`config.mk`:
```
export PLATFORM = sky130hd
export DESIGN_NAME = uart_boot_loader
export DESIGN_NICKNAME = d
export VERILOG_FILES = /design/src/rtl/uart_boot_loader.sv
export SDC_FILE = /design/constraint.sdc
export NUM_CORES = 1
export LEC_CHECK = 0
export CORE_ASPECT_RATIO = 0.9
export CORE_MARGIN = 2
export CORE_UTILIZATION = 60
export CTS_CLUSTER_DIAMETER = 100
export DETAILED_ROUTE_END_ITERATION = 8
export MAX_ROUTING_LAYER = met4
export PLACE_DENSITY_LB_ADDON = 0.2
export RECOVER_POWER = 100
export SKIP_LAST_GASP = 1
export SYNTH_ARGS = -nofsm -noshare
export SYNTH_HDL_FRONTEND = slang
export SYNTH_SLANG_ARGS = --single-unit
```
`constraint.sdc`:
```
create_clock -name clk -period 11.7 [get_ports clk]
set_input_delay 1.755 -clock clk [delete_from_list [all_inputs] [get_ports clk]]
set_output_delay 1.755 -clock clk [all_outputs]
set_load 0.005 [all_outputs]
```
`src/rtl/uart_boot_loader.sv`:
```
// Boot loader: parses MAGIC, 16-bit word count and little-endian 32-bit words from a UART byte stream
// and writes them to instruction memory. Optional trailing XOR checksum when UART_LOADER_CHECKSUM_EN is defined.
module uart_boot_loader #(
  parameter int          ADDR_WIDTH   = 10,
  parameter logic [7:0]  MAGIC        = 8'hA5,
  parameter int          TIMEOUT_CLKS = 2000000
) (
  input  logic                  clk,
  input  logic                  rst,
  input  logic                  rx_dv,
  input  logic [7:0]            rx_byte,
  output logic                  mem_we,
  output logic [ADDR_WIDTH-1:0] mem_addr,
  output logic [31:0]           mem_wdata,
  output logic                  cpu_reset,
  output logic                  busy,
  output logic                  done,
  output logic                  error
);

  localparam int          TW        = $clog2(TIMEOUT_CLKS + 1);
  localparam logic [16:0] MAX_WORDS = 17'(1) << ADDR_WIDTH;

  typedef enum logic [2:0] {
    S_IDLE,
    S_LEN_LO,
    S_LEN_HI,
    S_DATA,
`ifdef UART_LOADER_CHECKSUM_EN
    S_CHECK,
`endif
    S_DONE
  } state_t;

  state_t                state_q, state_d;
  logic [15:0]           count_q, count_d;
  logic [15:0]           idx_q, idx_d;
  logic [1:0]            lane_q, lane_d;
  logic [23:0]           word_q, word_d;
  logic [TW-1:0]         tmo_q, tmo_d;
  logic                  mem_we_q, mem_we_d;
  logic [ADDR_WIDTH-1:0] mem_addr_q, mem_addr_d;
  logic [31:0]           mem_wdata_q, mem_wdata_d;
  logic                  cpu_reset_q, cpu_reset_d;
  logic                  busy_q, busy_d;
  logic                  done_q, done_d;
  logic                  error_q, error_d;
  logic                  take_err, finish, counting;
`ifdef UART_LOADER_CHECKSUM_EN
  logic [7:0]            csum_q, csum_d;
`endif

  always_comb begin
    state_d     = state_q;
    count_d     = count_q;
    idx_d       = idx_q;
    lane_d      = lane_q;
    word_d      = word_q;
    mem_we_d    = 1'b0;
    mem_addr_d  = mem_addr_q;
    mem_wdata_d = mem_wdata_q;
    cpu_reset_d = cpu_reset_q;
    busy_d      = busy_q;
    done_d      = 1'b0;
    error_d     = error_q;
    take_err    = 1'b0;
    finish      = 1'b0;
`ifdef UART_LOADER_CHECKSUM_EN
    csum_d      = csum_q;
`endif

    counting = (state_q != S_IDLE) && (state_q != S_DONE);
    // An accepted byte always beats an expiring timeout in the same cycle.
    tmo_d = (!counting || rx_dv) ? '0 : tmo_q + TW'(1);

    case (state_q)
      S_IDLE: begin
        if (rx_dv && rx_byte == MAGIC) begin
          state_d     = S_LEN_LO;
          busy_d      = 1'b1;
          cpu_reset_d = 1'b1;
          error_d     = 1'b0;
          count_d     = '0;
          idx_d       = '0;
          lane_d      = '0;
`ifdef UART_LOADER_CHECKSUM_EN
          csum_d      = '0;
`endif
        end
      end
      S_LEN_LO: begin
        if (rx_dv) begin
          count_d[7:0] = rx_byte;
          state_d      = S_LEN_HI;
        end
      end
      S_LEN_HI: begin
        if (rx_dv) begin
          count_d = {rx_byte, count_q[7:0]};
          if ({1'b0, count_d} > MAX_WORDS) begin
            take_err = 1'b1;
          end else if (count_d == 16'd0) begin
`ifdef UART_LOADER_CHECKSUM_EN
            state_d = S_CHECK;
`else
            finish  = 1'b1;
`endif
          end else begin
            state_d = S_DATA;
          end
        end
      end
      S_DATA: begin
        if (rx_dv) begin
`ifdef UART_LOADER_CHECKSUM_EN
          csum_d = csum_q ^ rx_byte;
`endif
          if (lane_q == 2'd3) begin
            mem_we_d    = 1'b1;
            mem_addr_d  = idx_q[ADDR_WIDTH-1:0];
            mem_wdata_d = {rx_byte, word_q};
            idx_d       = idx_q + 16'd1;
            lane_d      = 2'd0;
            if (idx_q + 16'd1 == count_q) begin
`ifdef UART_LOADER_CHECKSUM_EN
              state_d = S_CHECK;
`else
              finish  = 1'b1;
`endif
            end
          end else begin
            // Shift right so lane 0 ends up in the low byte after three bytes.
            word_d = {rx_byte, word_q[23:8]};
            lane_d = lane_q + 2'd1;
          end
        end
      end
`ifdef UART_LOADER_CHECKSUM_EN
      S_CHECK: begin
        if (rx_dv) begin
          if (rx_byte == csum_q) finish   = 1'b1;
          else                   take_err = 1'b1;
        end
      end
`endif
      S_DONE: state_d = S_IDLE;
      default: state_d = S_IDLE;
    endcase

    if (counting && !rx_dv && tmo_q == TW'(TIMEOUT_CLKS - 1)) take_err = 1'b1;

    // Failure leaves the core held in reset; only a good load releases it.
    if (take_err) begin
      error_d = 1'b1;
      busy_d  = 1'b0;
      state_d = S_IDLE;
      tmo_d   = '0;
    end else if (finish) begin
      done_d      = 1'b1;
      busy_d      = 1'b0;
      cpu_reset_d = 1'b0;
      state_d     = S_DONE;
    end
  end

  always_ff @(posedge clk or posedge rst) begin
    if (rst) begin
      state_q     <= S_IDLE;
      count_q     <= '0;
      idx_q       <= '0;
      lane_q      <= '0;
      word_q      <= '0;
      tmo_q       <= '0;
      mem_we_q    <= 1'b0;
      mem_addr_q  <= '0;
      mem_wdata_q <= '0;
      cpu_reset_q <= 1'b0;
      busy_q      <= 1'b0;
      done_q      <= 1'b0;
      error_q     <= 1'b0;
`ifdef UART_LOADER_CHECKSUM_EN
      csum_q      <= '0;
`endif
    end else begin
      state_q     <= state_d;
      count_q     <= count_d;
      idx_q       <= idx_d;
      lane_q      <= lane_d;
      word_q      <= word_d;
      tmo_q       <= tmo_d;
      mem_we_q    <= mem_we_d;
      mem_addr_q  <= mem_addr_d;
      mem_wdata_q <= mem_wdata_d;
      cpu_reset_q <= cpu_reset_d;
      busy_q      <= busy_d;
      done_q      <= done_d;
      error_q     <= error_d;
`ifdef UART_LOADER_CHECKSUM_EN
      csum_q      <= csum_d;
`endif
    end
  end

  assign mem_we    = mem_we_q;
  assign mem_addr  = mem_addr_q;
  assign mem_wdata = mem_wdata_q;
  assign cpu_reset = cpu_reset_q;
  assign busy      = busy_q;
  assign done      = done_q;
  assign error     = error_q;

endmodule

```
==> impl_metrics.py <==
metrics = {
    "run_status": {
        "status": "complete, but fails checks",
        "violations": "capacitance limit, slew limit",
    },
    "drt": {
        "routed-via-count": 4647,
        "routed_wl_um": 13460,
        "drt-initial-drc-count": 391,
        "viasPerCell": 5.716,
        "dr.pass1.iters": 6,
        "ant_nets": 0,
        "drc": 0,
        "routedWlPerCell_um": 16.55,
    },
    "cts": {
        "clkTransAtPathRegs_ns": 0.06,
        "cts_buffers": 17,
        "htree_levels": 4,
        "cts_buffer_depth": 2,
        "postCtsResizedCells": 0,
        "cts-root-buf": "clkbuf_8",
        "cts_hold_buf": 0,
        "cts_tree": "built",
        "clkSinkCount": 129,
        "clock_latency_ns": 0.52,
        "postCtsSetupBuffers": 0,
    },
    "pwr": {
        "power.total_uw": 1637,
        "share_seq_of_total_power_pct": 43.1,
        "peakVddDrop_uv": 145.2,
        "pwr-share-clk_pct": 29.4,
        "p_leak_uw": 0.003281,
        "power_frac_comb_pct": 27.5,
        "swShare_pct": 32.13,
        "p_int_uw": 1111,
        "p_per_area_nw_per_um2": 229.7,
        "switchingPower_uw": 526.1,
    },
    "logic_synthesis": {
        "postSynthCellCount": 626,
        "synth_fp_nets": 640,
        "synth_area_leaders": "dfrtp_1 (53%), nand2_1 (12%), mux2_2 (4.5%)",
        "synth-edff-count": 0,
        "ys_ff_latch": 129,
        "synth_warnings": 0,
        "seq_area_frac_synth_pct": 53.29,
        "netlist_area_um2": 6057,
        "synthArstFlopShare_pct": 100.0,
        "ys_top_cells_by_count": "nand2_1 (193), dfrtp_1 (129), nor2_1 (45)",
        "yosysMostFrequentCell": "nand2_1",
        "synth_ff_type": "dfrtp_1",
        "postSynthAreaPerCell_um2": 9.676,
        "synth.distinct_cells": 58,
        "synth_top_cell_area_share_pct": 53.29,
        "synth.largest_area_cell": "dfrtp_1",
    },
    "die": {
        "initial_core_util_pct": 62.18,
        "std_cell_rows": 34,
        "dieArea_um2": 10920,
        "die_height_um": 99.32,
        "io_pins": 58,
        "die_w_um": 109.9,
        "core-area_um2": 9742,
    },
    "run": {
        "max_cap_violations": 4,
    },
    "final_layout": {
        "drive_gt1_share_pct": 10.77,
        "antenna_cells": 0,
        "fin_nets": 688,
        "syn_to_final_growth_pct": 17.70,
        "final_cell_count_no_fill": 813,
    },
    "setup_path": {
        "cp.required_ns": 12.10,
        "cp_max_fo": 63,
        "cp-end-kind": "flip-flop",
        "crit_top_cell": "clkbuf_1",
        "path_class": "in2reg",
        "critPathLaunchType": "primary input",
        "cp_cell_sequence": "dlygate4sd3_1 -> nand2_1 -> nor2_1 -> nand2_2 -> clkbuf_1 -> inv_1 -> clkbuf_1 -> a22o_1",
        "worstPathArrival_ns": 6.77,
        "slowest_stage": "clkbuf_1",
        "cpPeakStageDelay_ns": 1.90,
    },
    "global_route": {
        "grt_pass1_wl_um": 22820,
        "grt_max_degree": 83,
        "grt_overflow_total": 0,
        "grt_pass1_vias": 4707,
        "antenna_found_initial": 0,
        "groute.usage.overall_pct": 27.93,
    },
    "timing": {
        "finalSetupTns_ns": 0,
        "max_freq_mhz": 157.0,
        "rsz0062_at_grt": "no",
        "hold_violations": 0,
        "period_minus_slack_ns": 6.370,
        "fin_crit_sh_pct": 54.44,
        "fin_skew_ns": 0.008845,
        "worst_pin_slew_ns": 2.703,
        "maxSlewHeadroom_pct": -80.21,
        "final_max_slew_viol_count": 183,
        "finalSetupViolations": 0,
    },
    "placed_design": {
        "dp.cells": 781,
        "gp_congestion": 0.8871,
        "port-buffer-count": 57,
        "dp_hpwl_um": 8528,
    },
    "min_path": {
        "hold_path_class": "reg2reg",
    },
}
worst max-delay path: cells and delay by family:
family	cells	cell delay, ns
buf+inv	4	4.08
compound gates	1	0.50
simple gates	3	0.38
cell type report:
class	instances	area, um^2
timing repair buffer	60	585.6
multi-input combinational	456	2581
sequential	129	3228
fill	741	2613
clock inverter	11	88.84
tap	126	157.7
inverter	10	38.79
clock buffer	21	449.2
logic make-up (layout without fill, tap and decap cells):
| group | Yosys count | in the layout | synth area share [%] |
|---|---|---|---|
| AO/OA/AOI/OAI | 67 | 67 | 6.838 |
| XOR/XNOR | 46 | 46 | 6.941 |
| adder cells (fa/ha/maj) | 3 | 3 | 0.6198 |
| buffers and inverters | 41 | 102 | 3.739 |
| flip-flops | 129 | 129 | 53.29 |
| multiplexers | 24 | 24 | 4.462 |
| AND/OR/NAND/NOR | 316 | 316 | 24.11 |
registers in the layout, summed over array words and instances (netlist names), 2 cells and up:
name and flops:
count_q 16, mem_addr 10, state_q 3, lane_q 2, idx_q 16, mem_wdata 32
word_q 24, tmo_q 21
final timing paths:
path | startpoint | to | slack, ns | depth (start not counted)
setup reg to reg | state_q[2] | idx_q[1] | 6.67 | 7
hold reg to reg | word_q[4] | mem_wdata[4] | 0.46 | 2
hold / removal | word_q[4] | mem_wdata[4] | 0.46 | 2
max in group asynchronous | rst | count_q[7] | 7.64 | 3
min in group asynchronous | rst | error | 2.23 | 2
setup / recovery | rx_dv | idx_q[1] | 5.33 | 8
placed cells by master, fill, tap and decap left out, drive strengths merged, types with 4 or more instances in the layout:
cell	Yosys	final
nand3	20	20
inv	10	9
o21ai	42	42
a21oi	6	6
or3	4	4
clkbuf	20	23
clkdlybuf4s50	0	7
and3	4	4
or4	4	4
dfrtp	129	129
nor2	45	45
dlygate4sd3	0	50
clkinv	0	8
xor2	20	20
nor4	13	13
nand2	193	193
mux2	24	24
xnor2	25	25
nand4	6	6
nor3	11	11
per-stage QoR:
step	hold WS [ns]	setup WS (ns)	util, %	cell area [um^2]
floorplan	0.4348	6.504	-	6057
global placement	0.4557	7.359	68.02	6626
detailed placement	0.4579	7.281	68.02	6626
CTS	0.4733	7.833	73.54	7164
global route	0.4948	4.866	73.18	7129
finish	0.4635	5.330	73.18	7129
layer usage:
| metal | part of all wire, % | vias up | GRT usage [%] |
|---|---|---|---|
| li1 | - | 2190 | - |
| met1 | 45 | 2299 | 36.91 |
| met2 | 48 | 130 | 42.85 |
| met3 | 5.1 | 28 | 6.225 |
| met4 | 1.8 | 0 | 9.640 |
| met5 | 0 | - | - |
power by group through the flow:
stage / clock network, uW / logic [uW] / registers, uW
after floorplan: 0 / 316 / 674
after global placement: 0 / 452 / 704
after detailed placement: 0 / 469 / 711
after CTS: 486 / 477 / 707
after global routing: 506 / 504 / 723
final: 482 / 450 / 705
No activity file was read; power rests on OpenSTA's default activity.
